**config.mk**
```make
export PLATFORM = sky130hd
export DESIGN_NAME = regfile_dump_reader
export DESIGN_NICKNAME = d
export VERILOG_FILES = /design/src/rtl/regfile_dump_reader.sv
export SDC_FILE = /design/constraint.sdc
export NUM_CORES = 1
export LEC_CHECK = 0
export BUFFER_PORTS_ARGS = -buffer_cell sky130_fd_sc_hd__buf_2
export CORE_MARGIN = 4
export CORE_UTILIZATION = 47
export DETAILED_ROUTE_END_ITERATION = 7
export PLACE_DENSITY_LB_ADDON = 0.2
export SLEW_MARGIN = 40
export SYNTH_ARGS = -nofsm -noshare
export SYNTH_HDL_FRONTEND = slang
export SYNTH_SLANG_ARGS = --single-unit
```
**constraint.sdc**
```tcl
create_clock -name clk -period 2.2 [get_ports clk]
set_input_delay 0.33 -clock clk [delete_from_list [all_inputs] [get_ports clk]]
set_output_delay 0.33 -clock clk [all_outputs]
set_load 0.01 [all_outputs]
```
**src/rtl/regfile_dump_reader.sv**
```systemverilog
// Streams every architectural register out over a valid/ready port after a rising halt edge.
// Build option: define DUMP_R0_EN to include R0 in the dump (otherwise R1..R15 only).
module regfile_dump_reader #(
  parameter int NUM_REGS = 16
) (
  input  logic        clk,
  input  logic        rst,
  input  logic        hlt,
  output logic        rf_re,
  output logic [3:0]  rf_raddr,
  input  logic [15:0] rf_rdata,
  output logic        dump_vld,
  input  logic        dump_rdy,
  output logic [3:0]  dump_idx,
  output logic [15:0] dump_data,
  output logic        dump_busy,
  output logic        dump_done
);

`ifdef DUMP_R0_EN
  localparam logic [3:0] START_IDX = 4'd0;
`else
  localparam logic [3:0] START_IDX = 4'd1;
`endif
  localparam logic [3:0] LAST_IDX = 4'(NUM_REGS - 1);

  typedef enum logic [1:0] {IDLE, READ, PRESENT, DONE} state_t;

  state_t      state_q, state_d;
  logic [3:0]  idx_q, idx_d;
  logic [3:0]  dump_idx_q, dump_idx_d;
  logic [15:0] dump_data_q, dump_data_d;
  logic        dump_vld_q, dump_vld_d;
  logic        hlt_ff_q;
  logic        start;

  assign start = hlt & ~hlt_ff_q;

  always_ff @(posedge clk or posedge rst) begin
    if (rst) begin
      state_q     <= IDLE;
      idx_q       <= 4'd0;
      dump_idx_q  <= 4'd0;
      dump_data_q <= 16'd0;
      dump_vld_q  <= 1'b0;
      hlt_ff_q    <= 1'b0;
    end else begin
      state_q     <= state_d;
      idx_q       <= idx_d;
      dump_idx_q  <= dump_idx_d;
      dump_data_q <= dump_data_d;
      dump_vld_q  <= dump_vld_d;
      hlt_ff_q    <= hlt;
    end
  end

  always_comb begin
    state_d     = state_q;
    idx_d       = idx_q;
    dump_idx_d  = dump_idx_q;
    dump_data_d = dump_data_q;
    dump_vld_d  = dump_vld_q;
    rf_re       = 1'b0;
    rf_raddr    = 4'd0;
    case (state_q)
      IDLE: begin
        if (start) begin
          idx_d   = START_IDX;
          state_d = READ;
        end
      end
      // Register file samples the address on the negedge; data is ready by the next posedge.
      READ: begin
        rf_re       = 1'b1;
        rf_raddr    = idx_q;
        dump_data_d = rf_rdata;
        dump_idx_d  = idx_q;
        dump_vld_d  = 1'b1;
        state_d     = PRESENT;
      end
      PRESENT: begin
        if (dump_vld_q && dump_rdy) begin
          dump_vld_d = 1'b0;
          if (idx_q == LAST_IDX) begin
            state_d = DONE;
          end else begin
            idx_d   = idx_q + 4'd1;
            state_d = READ;
          end
        end
      end
      DONE: begin
        if (!hlt) state_d = IDLE;
      end
      default: state_d = IDLE;
    endcase
  end

  assign dump_vld  = dump_vld_q;
  assign dump_idx  = dump_idx_q;
  assign dump_data = dump_data_q;
  assign dump_busy = (state_q == READ) || (state_q == PRESENT);
  assign dump_done = (state_q == DONE);

endmodule
```
==> results of run 1 <==
cell usage after synthesis:
master | n | area [um^2]
nor3_1 | 1 | 5.00
a41o_2 | 1 | 11.3
o211ai_2 | 1 | 12.5
a22oi_4 | 1 | 21.3
a21oi_1 | 4 | 20.0
inv_1 | 6 | 22.5
and2_1 | 4 | 25.0
and3_1 | 1 | 6.26
dfrtp_1 | 28 | 701
clkbuf_1 | 1 | 3.75
nand2b_4 | 1 | 13.8
and3_2 | 1 | 7.51
a221o_1 | 1 | 10.0
mux2_2 | 20 | 225
mux2i_1 | 1 | 10.0
buf_2 | 3 | 15.0
o32ai_1 | 1 | 8.76
a22o_2 | 1 | 10.0
ha_1 | 5 | 62.6
nand4_1 | 2 | 12.5
nand2_1 | 2 | 7.51
nand3_1 | 1 | 5.00
a31oi_1 | 3 | 18.8
metrics by stage:
step / power (mW) / std cells
2_1_floorplan: 1.57 / 90
3_3_place_gp: 1.92 / 167
3_5_place_dp: 1.96 / 167
4_1_cts: 2.31 / 171
5_1_grt: 2.44 / 171
6_report: 2.27 / 171
layer usage:
layer  routed length [um]  share of wire (%)
met4                   73                2.9
met3                  189                7.6
met5                    0                  0
met1                  983                 39
met2                 1250                 50
how the worst min path moves through the flow:
stage | start | to | depth (start not counted)
3_5_place_dp | rst | dump_data[5]$_DFFE_PP0P_ | 3
4_1_cts | rst | dump_data[4]$_DFFE_PP0P_ | 3
2_1_floorplan | hlt | hlt_ff_q$_DFF_PP0_ | 0
5_1_grt | rst | state_q[1]$_DFFE_PP0P_ | 3
6_report | rst | dump_idx[1]$_DFFE_PP0P_ | 3
3_3_place_gp | rst | dump_data[2]$_DFFE_PP0P_ | 3
sequential cells by signal, summed over array words and instances, names as in the netlist:
signal,flops
dump_vld,1
dump_data,16
hlt_ff_q,1
idx_q,4
dump_idx,4
state_q,2
tightest hold or removal path: stages:
cell	delay (ns)
buf_2	0.10
inv_1	0.04
buf_4	0.32
where the power goes:
group	total (mW)	leakage, nW	internal [mW]	switching [mW]
clock network	0.343	0.0279	0.185	0.158
registers	0.877	0.337	0.739	0.138
logic	1.05	0.445	0.546	0.508
total	2.27	0.810	1.47	0.805
area by class of cell:
cell class	count	area, um^2	share of cell area, %
Sequential cell	28	701	44.6
Multi-Input combinational cell	52	493	31.4
Timing Repair Buffer	51	265	16.9
Tap cell	30	37.5	2.39
Clock inverter	1	30.0	1.91
Clock buffer	3	22.5	1.43
Inverter	6	22.5	1.43
kinds of logic (layout without fill, tap and decap cells):
kind of cell	after synthesis	count (layout)	share of synthesized area [%]
buf+inv	10	61	3.34
flops	28	28	56.7
compound gates	13	13	9.12
simple gates	13	13	6.69
fa+ha+maj	5	5	5.07
mux	21	21	19.0
==> impl_metrics.yaml, run 1 <==
setup_path:
  cp_slowest_cell: "dfrtp_1"
  path_depth: 4
  crit_path_end: "rf_re"
  reg2reg_slack_ns: 0.46
  cp_num_buf_inv: 3
  timing.rr.start: "state_q[0]$_DFFE_PP0P_"
  max_stage_delay_ns: 0.44
  worstPathCellList: "inv_1, ha_1, buf_4, buf_2"
  cp_max_fo: 11
  crit_arrival_ns: 1.67
  cp.required_ns: 1.87
  r2r-end: "idx_q[3]$_DFFE_PP0P_"
  critPathKind: "register to primary output"
  crit_path_end_kind: "primary output"
  reg2reg_depth: 5
  cp-start-kind: "register"
  crit_path_start: "state_q[1]$_DFFE_PP0P_"
  cpLargestDelayFamily: "buffers and inverters"
synth:
  synth_warnings: 0
  syn_area_mm2: 0.00123
  syn_nets: 115
  avgSynthCellArea_um2: 13.7
  synthCells: 90
  yosysSeqAreaShare_pct: 56.7
  ys_types: 23
  ys_ff_latch: 28
global_routing:
  met1_usage_pct: 19.9
  grt_max_degree: 29
  grt_pass1_vias: 960
  grt_overflow: 0
  grt_busiest_layer: "met2"
  grt_pass1_wl_mm: 4.27
  antenna_found_initial: 0
  gr-usage-met3_pct: 3.49
  grt_use_total_pct: 16.3
  met2_usage_pct: 26.7
drt:
  viasPerCell: 5.25
  finalWirelength_mm: 2.50
  remaining_drc_errors: 0
  vias: 897
  drt-pass1-iter-count: 4
  ant_nets: 0
  drtIter0Drc: 23
  post_drt_wl_per_cell_um: 14.6
clock_network:
  cts_tree: "built"
  post-cts-setup-buffers: 0
  cts_root_buf: "clkbuf_4"
  holdBufCountCts: 0
  cts_num_sinks: 28
  cts_max_path_buffers: 2
  clk_latency_ns: 0.34
  path_clk_slew_ns: 0.15
  cts_resized: 0
  cts-htree-levels: 1
  cts_buffers: 3
placed_design:
  numPortBuffers: 47
  hpwl_mm: 2.00
  place.gp.congestion: 0.873
  placed_cell_area_mm2: 0.00152
  place_ws_ns: 0.482
finish:
  syn_to_final_growth_pct: 27.3
  num_antenna_cells: 0
  layout_common_cells: "47 x buf_2, 28 x dfrtp_1, 20 x mux2_2"
  final_common_cell: "buf_2"
  fillCellCount: 203
  fin_nets: 167
  drive_gt1_share_pct: 57.4
  final_area_mm2: 0.00157
  fin_util_pct: 62.9
die:
  rows: 18
  die_x_um: 59.3
  num_io_pins: 48
  die-area_mm2: 0.00351
  initial_utilization_pct: 49.4
  die_height_um: 59.3
  coreArea_mm2: 0.00250
min_path:
  hold_path_class: "primary input to asynchronous set/reset pin"
timing:
  setup-violations-final: 0
  hold_slack_ns: 0.0163
  finalHoldViolations: 0
  clock.fmax_mhz: 501
  grt_setup_unrepaired: "no"
  skew_ns: 0.00742
  fin_tns_setup_ns: 0
  tightestPinTransition_ns: 0.381
  slew_headroom_pct: 74.6
  layout_min_cycle_time_ns: 2.00
  report.final.slew_viol_count: 0
  fin_crit_sh_pct: 90.8
  fin_ws_ns: 0.203
power:
  power_density_mw_per_mm2: 1450
  total_leakage_power_nw: 0.810
  ir_drop_mv: 0.846
run_status:
  run_status: "finished clean"
job:
  maxCapViolCount: 0
Note: power is estimated with default switching activity, not from simulation.
==> run 2: changes to the inputs <==
--- a/config.mk
+++ b/config.mk
@@ -6,11 +6,14 @@
 export NUM_CORES = 1
 export LEC_CHECK = 0
 export BUFFER_PORTS_ARGS = -buffer_cell sky130_fd_sc_hd__buf_2
+export CORE_ASPECT_RATIO = 0.8
 export CORE_MARGIN = 4
 export CORE_UTILIZATION = 47
+export CTS_CLUSTER_SIZE = 28
 export DETAILED_ROUTE_END_ITERATION = 7
 export PLACE_DENSITY_LB_ADDON = 0.2
 export SLEW_MARGIN = 40
 export SYNTH_ARGS = -nofsm -noshare
 export SYNTH_HDL_FRONTEND = slang
 export SYNTH_SLANG_ARGS = --single-unit
+export TNS_END_PERCENT = 50
==> impl_metrics.yaml, run 2 (synthesized netlist as in run 1, its figures left out) <==
finish:
  fillCellCount: 213
  multi_input_area_um2: 493
  final_common_cell: "buf_2"
  largest_reg_flops: 16
  fin_util_pct: 63.3
  syn_to_final_growth_pct: 27.3
  register_area_um2: 701
  drive_gt1_share_pct: 57.1
  num_antenna_cells: 0
  fin_nets: 166
  layout_common_cells: "47 x buf_2, 28 x dfrtp_1, 20 x mux2_2"
global_routing:
  antenna_found_initial: 0
  grt_pass1_wl_mm: 3.57
  grt_busiest_layer: "met2"
  gr-usage-met3_pct: 4.59
  met1_usage_pct: 17.5
  grt_pass1_vias: 793
  grt_max_degree: 29
  met2_usage_pct: 22.2
  grt_use_total_pct: 13.4
  grt_overflow: 0
die:
  die_x_um: 65.3
  die-area_mm2: 0.00352
  num_io_pins: 48
  initial_utilization_pct: 49.7
  coreArea_mm2: 0.00248
  die_height_um: 53.8
  rows: 16
placed_design:
  hpwl_mm: 1.82
  place.gp.congestion: 0.902
  place_ws_ns: 0.461
  numPortBuffers: 47
clock_network:
  cts_resized: 0
  cts_num_sinks: 28
  cts_root_buf: "clkbuf_4"
  cts_buffers: 3
  holdBufCountCts: 0
  path_clk_slew_ns: 0.14
  cts_tree: "built"
  cts-htree-levels: 1
  post-cts-setup-buffers: 0
  cts_max_path_buffers: 2
  clk_latency_ns: 0.32
power:
  clockPowerShare_pct: 14.8
  power_density_mw_per_mm2: 1420
  swShare_pct: 34.8
  seq_power_share_pct: 39.2
  switchingPower_mw: 0.777
  p_int_mw: 1.45
  combinationalPowerShare_pct: 46.1
  total_leakage_power_nw: 0.805
  ir_drop_mv: 0.592
drt:
  vias: 889
  drt-pass1-iter-count: 4
  post_drt_wl_per_cell_um: 13.1
  remaining_drc_errors: 0
  finalWirelength_mm: 2.30
  ant_nets: 0
  viasPerCell: 5.05
  drtIter0Drc: 46
timing:
  layout_min_cycle_time_ns: 1.93
  report.final.slew_viol_count: 0
  grt_setup_unrepaired: "no"
  finalHoldViolations: 0
  slew_headroom_pct: 75.3
  skew_ns: 0.00345
  fin_crit_sh_pct: 87.6
  fin_ws_ns: 0.274
  clock.fmax_mhz: 519
  tightestPinTransition_ns: 0.370
  hold_slack_ns: 0.0333
  setup-violations-final: 0
  fin_tns_setup_ns: 0
setup_path:
  cp_num_buf_inv: 3
  crit_arrival_ns: 1.60
  cp_max_fo: 17
  cp.required_ns: 1.87
  max_stage_delay_ns: 0.44
  cp-start-kind: "register"
  cp_slowest_cell: "dfrtp_1"
  worstPathCellList: "inv_1, ha_1, buf_4, and2_1, buf_2"
  cpLargestDelayFamily: "buffers and inverters"
  critPathKind: "register to primary output"
  crit_path_end_kind: "primary output"
min_path:
  hold_path_class: "primary input to asynchronous set/reset pin"
job:
  maxCapViolCount: 0
run_status:
  run_status: "finished clean"
## run 2: power groups by stage
| stage | Sequential, mW | Combinational, mW | Clock [mW] |
|---|---|---|---|
| after global placement | 0.874 | 1.02 | 0 |
| after floorplan | 0.964 | 0.605 | 0 |
| final | 0.873 | 1.03 | 0.330 |
| after global routing | 0.913 | 1.11 | 0.360 |
| after CTS | 0.878 | 1.05 | 0.341 |
| after detailed placement | 0.888 | 1.05 | 0 |
## run 2: area by class of cell
type	count	area share (%)
sequential	28	44.6
clock inverter	1	1.91
timing repair buffer	50	16.4
tap	36	2.87
multi-input combinational	52	31.4
clock buffer	3	1.43
inverter	6	1.43
## run 2: worst paths after layout
path / startpoint / cells after the start / slack (ns) / end
max: state_q[1]$_DFFE_PP0P_ / 5 / 0.27 / rf_raddr[3]
min: rst / 3 / 0.03 / dump_data[7]$_DFFE_PP0P_
max reg2reg: state_q[0]$_DFFE_PP0P_ / 5 / 0.45 / idx_q[3]$_DFFE_PP0P_
min reg2reg: dump_data[11]$_DFFE_PP0P_ / 1 / 0.52 / dump_data[11]$_DFFE_PP0P_
max in group asynchronous: rst / 3 / 1.91 / state_q[0]$_DFFE_PP0P_
min in group clk: hlt / 1 / 0.16 / hlt_ff_q$_DFF_PP0_
## run 2: layer usage
metal | wire [um] | part of all wire (%)
met1 | 988 | 43
met2 | 1100 | 48
met3 | 203 | 8.8
met4 | 10 | 0.44
met5 | 0 | 0
## run 2: through the flow
stage	power (mW)	instances	instance area, um^2
after floorplan	1.57	90	1230
after global placement	1.90	172	1520
after detailed placement	1.94	172	1520
after CTS	2.27	176	1570
after global routing	2.39	176	1570
final	2.23	176	1570
## run 2: worst reg2reg max path, cell delays in order (launching register included)
cell and delay, ns:
dfrtp_1 0.45, inv_1 0.10, ha_1 0.33, a22oi_4 0.27, o211ai_2 0.15, a221o_1 0.36
==> run 3: changes to the inputs <==
--- a/config.mk
+++ b/config.mk
@@ -6,12 +6,12 @@
 export NUM_CORES = 1
 export LEC_CHECK = 0
 export BUFFER_PORTS_ARGS = -buffer_cell sky130_fd_sc_hd__buf_2
-export CORE_ASPECT_RATIO = 0.8
+export CORE_ASPECT_RATIO = 1.5
 export CORE_MARGIN = 4
 export CORE_UTILIZATION = 47
 export CTS_CLUSTER_SIZE = 28
 export DETAILED_ROUTE_END_ITERATION = 7
-export PLACE_DENSITY_LB_ADDON = 0.2
+export PLACE_DENSITY = 0.77
 export SLEW_MARGIN = 40
 export SYNTH_ARGS = -nofsm -noshare
 export SYNTH_HDL_FRONTEND = slang
==> impl_metrics.yaml, run 3 (synthesized netlist as in run 1, its figures left out) <==
run_status:
  run_status: "finished clean"
setup_path:
  worstPathCellList: "inv_1, ha_2, buf_12, and2_1, buf_2"
  max_stage_delay_ns: 0.43
  crit_path_start: "state_q[1]$_DFFE_PP0P_"
  cp.required_ns: 1.87
  cp_slowest_cell: "dfrtp_1"
  reg2reg_depth: 5
  cp_max_fo: 19
  reg2reg_slack_ns: 0.42
  timing.rr.start: "state_q[0]$_DFFE_PP0P_"
  cp-start-kind: "register"
  crit_arrival_ns: 1.64
  critPathKind: "register to primary output"
  crit_path_end_kind: "primary output"
timing:
  grt_setup_unrepaired: "no"
  finalHoldViolations: 0
  layout_min_cycle_time_ns: 1.97
  fin_tns_setup_ns: 0
  fin_crit_sh_pct: 89.6
  skew_ns: 0.00237
  tightestPinTransition_ns: 0.366
  fin_ws_ns: 0.229
  slew_headroom_pct: 75.6
  clock.fmax_mhz: 507
  report.final.slew_viol_count: 0
  setup-violations-final: 0
  hold_slack_ns: 0.0210
die:
  coreArea_mm2: 0.00248
  die-area_mm2: 0.00353
  num_io_pins: 48
  initial_utilization_pct: 49.8
  die_x_um: 49.9
  die_height_um: 70.8
  rows: 22
clock_network:
  cts_buffers: 3
  cts_num_sinks: 28
  cts_max_path_buffers: 2
  cts_root_buf: "clkbuf_4"
  holdBufCountCts: 0
  cts-htree-levels: 1
  cts_tree: "built"
  clk_latency_ns: 0.33
  cts_resized: 0
  path_clk_slew_ns: 0.14
  post-cts-setup-buffers: 0
placed_design:
  placed_cell_area_mm2: 0.00151
  place.gp.congestion: 0.766
  dpl.cell_count: 159
  hpwl_mm: 1.85
  place_ws_ns: 0.435
  numPortBuffers: 47
finish:
  final_area_mm2: 0.00155
  layout_common_cells: "47 x buf_2, 28 x dfrtp_1, 20 x mux2_2"
  drive_gt1_share_pct: 57.6
  fin_nets: 165
  syn_to_final_growth_pct: 25.3
  fin_util_pct: 62.5
  instances_no_fill: 163
  largest_reg_flops: 16
  num_antenna_cells: 0
  final_common_cell: "buf_2"
power:
  total_leakage_power_nw: 0.795
  power.total_mw: 2.18
  power_density_mw_per_mm2: 1410
  ir_drop_mv: 0.659
global_routing:
  grt_overflow: 0
  grt_pass1_vias: 880
  grt_use_total_pct: 14.8
  grt_pass1_wl_mm: 3.97
  antenna_found_initial: 0
  grt_max_degree: 29
min_path:
  hold_path_class: "primary input to asynchronous set/reset pin"
drt:
  drtIter0Drc: 7
  viasPerCell: 5.48
  finalWirelength_mm: 2.38
  post_drt_wl_per_cell_um: 14.6
  remaining_drc_errors: 0
  vias: 894
  drt-pass1-iter-count: 4
  ant_nets: 0
job:
  maxCapViolCount: 0
## run 3: cell type report
class,count,area [um^2]
fillers,211,930
flip-flops and latches,28,701
multi-input cells,52,495
repair buffers,49,263
clock buffers,4,36.3
well taps,24,30.0
inverters,6,22.5
## run 3: critical path, delay by kind of cell, from the launching register on
family / cells / cell delay [ns]
buf+inv: 3 / 0.44
simple gates: 1 / 0.14
flops: 1 / 0.43
fa+ha+maj: 1 / 0.31
## run 3: worst paths after layout
check | endpoint
max | rf_raddr[2]
min | dump_data[3]$_DFFE_PP0P_
max reg2reg | idx_q[3]$_DFFE_PP0P_
min reg2reg | dump_data[7]$_DFFE_PP0P_
max in group asynchronous | dump_data[14]$_DFFE_PP0P_
min in group clk | hlt_ff_q$_DFF_PP0_
## run 3: power by group
part           switching (mW)  internal (mW)  total, mW
combinational           0.508          0.550       1.06
sequential              0.132          0.739      0.871
clock                   0.150          0.102      0.251
## run 3: per-layer routing
metal  part of all wire, %  GRT usage (%)  vias up
met5                     0              0        -
met2                    51           25.5       42
met4                   2.3           9.23        0
met1                    38           16.0      428
li1                      -              -      419
met3                   8.1           3.37        5
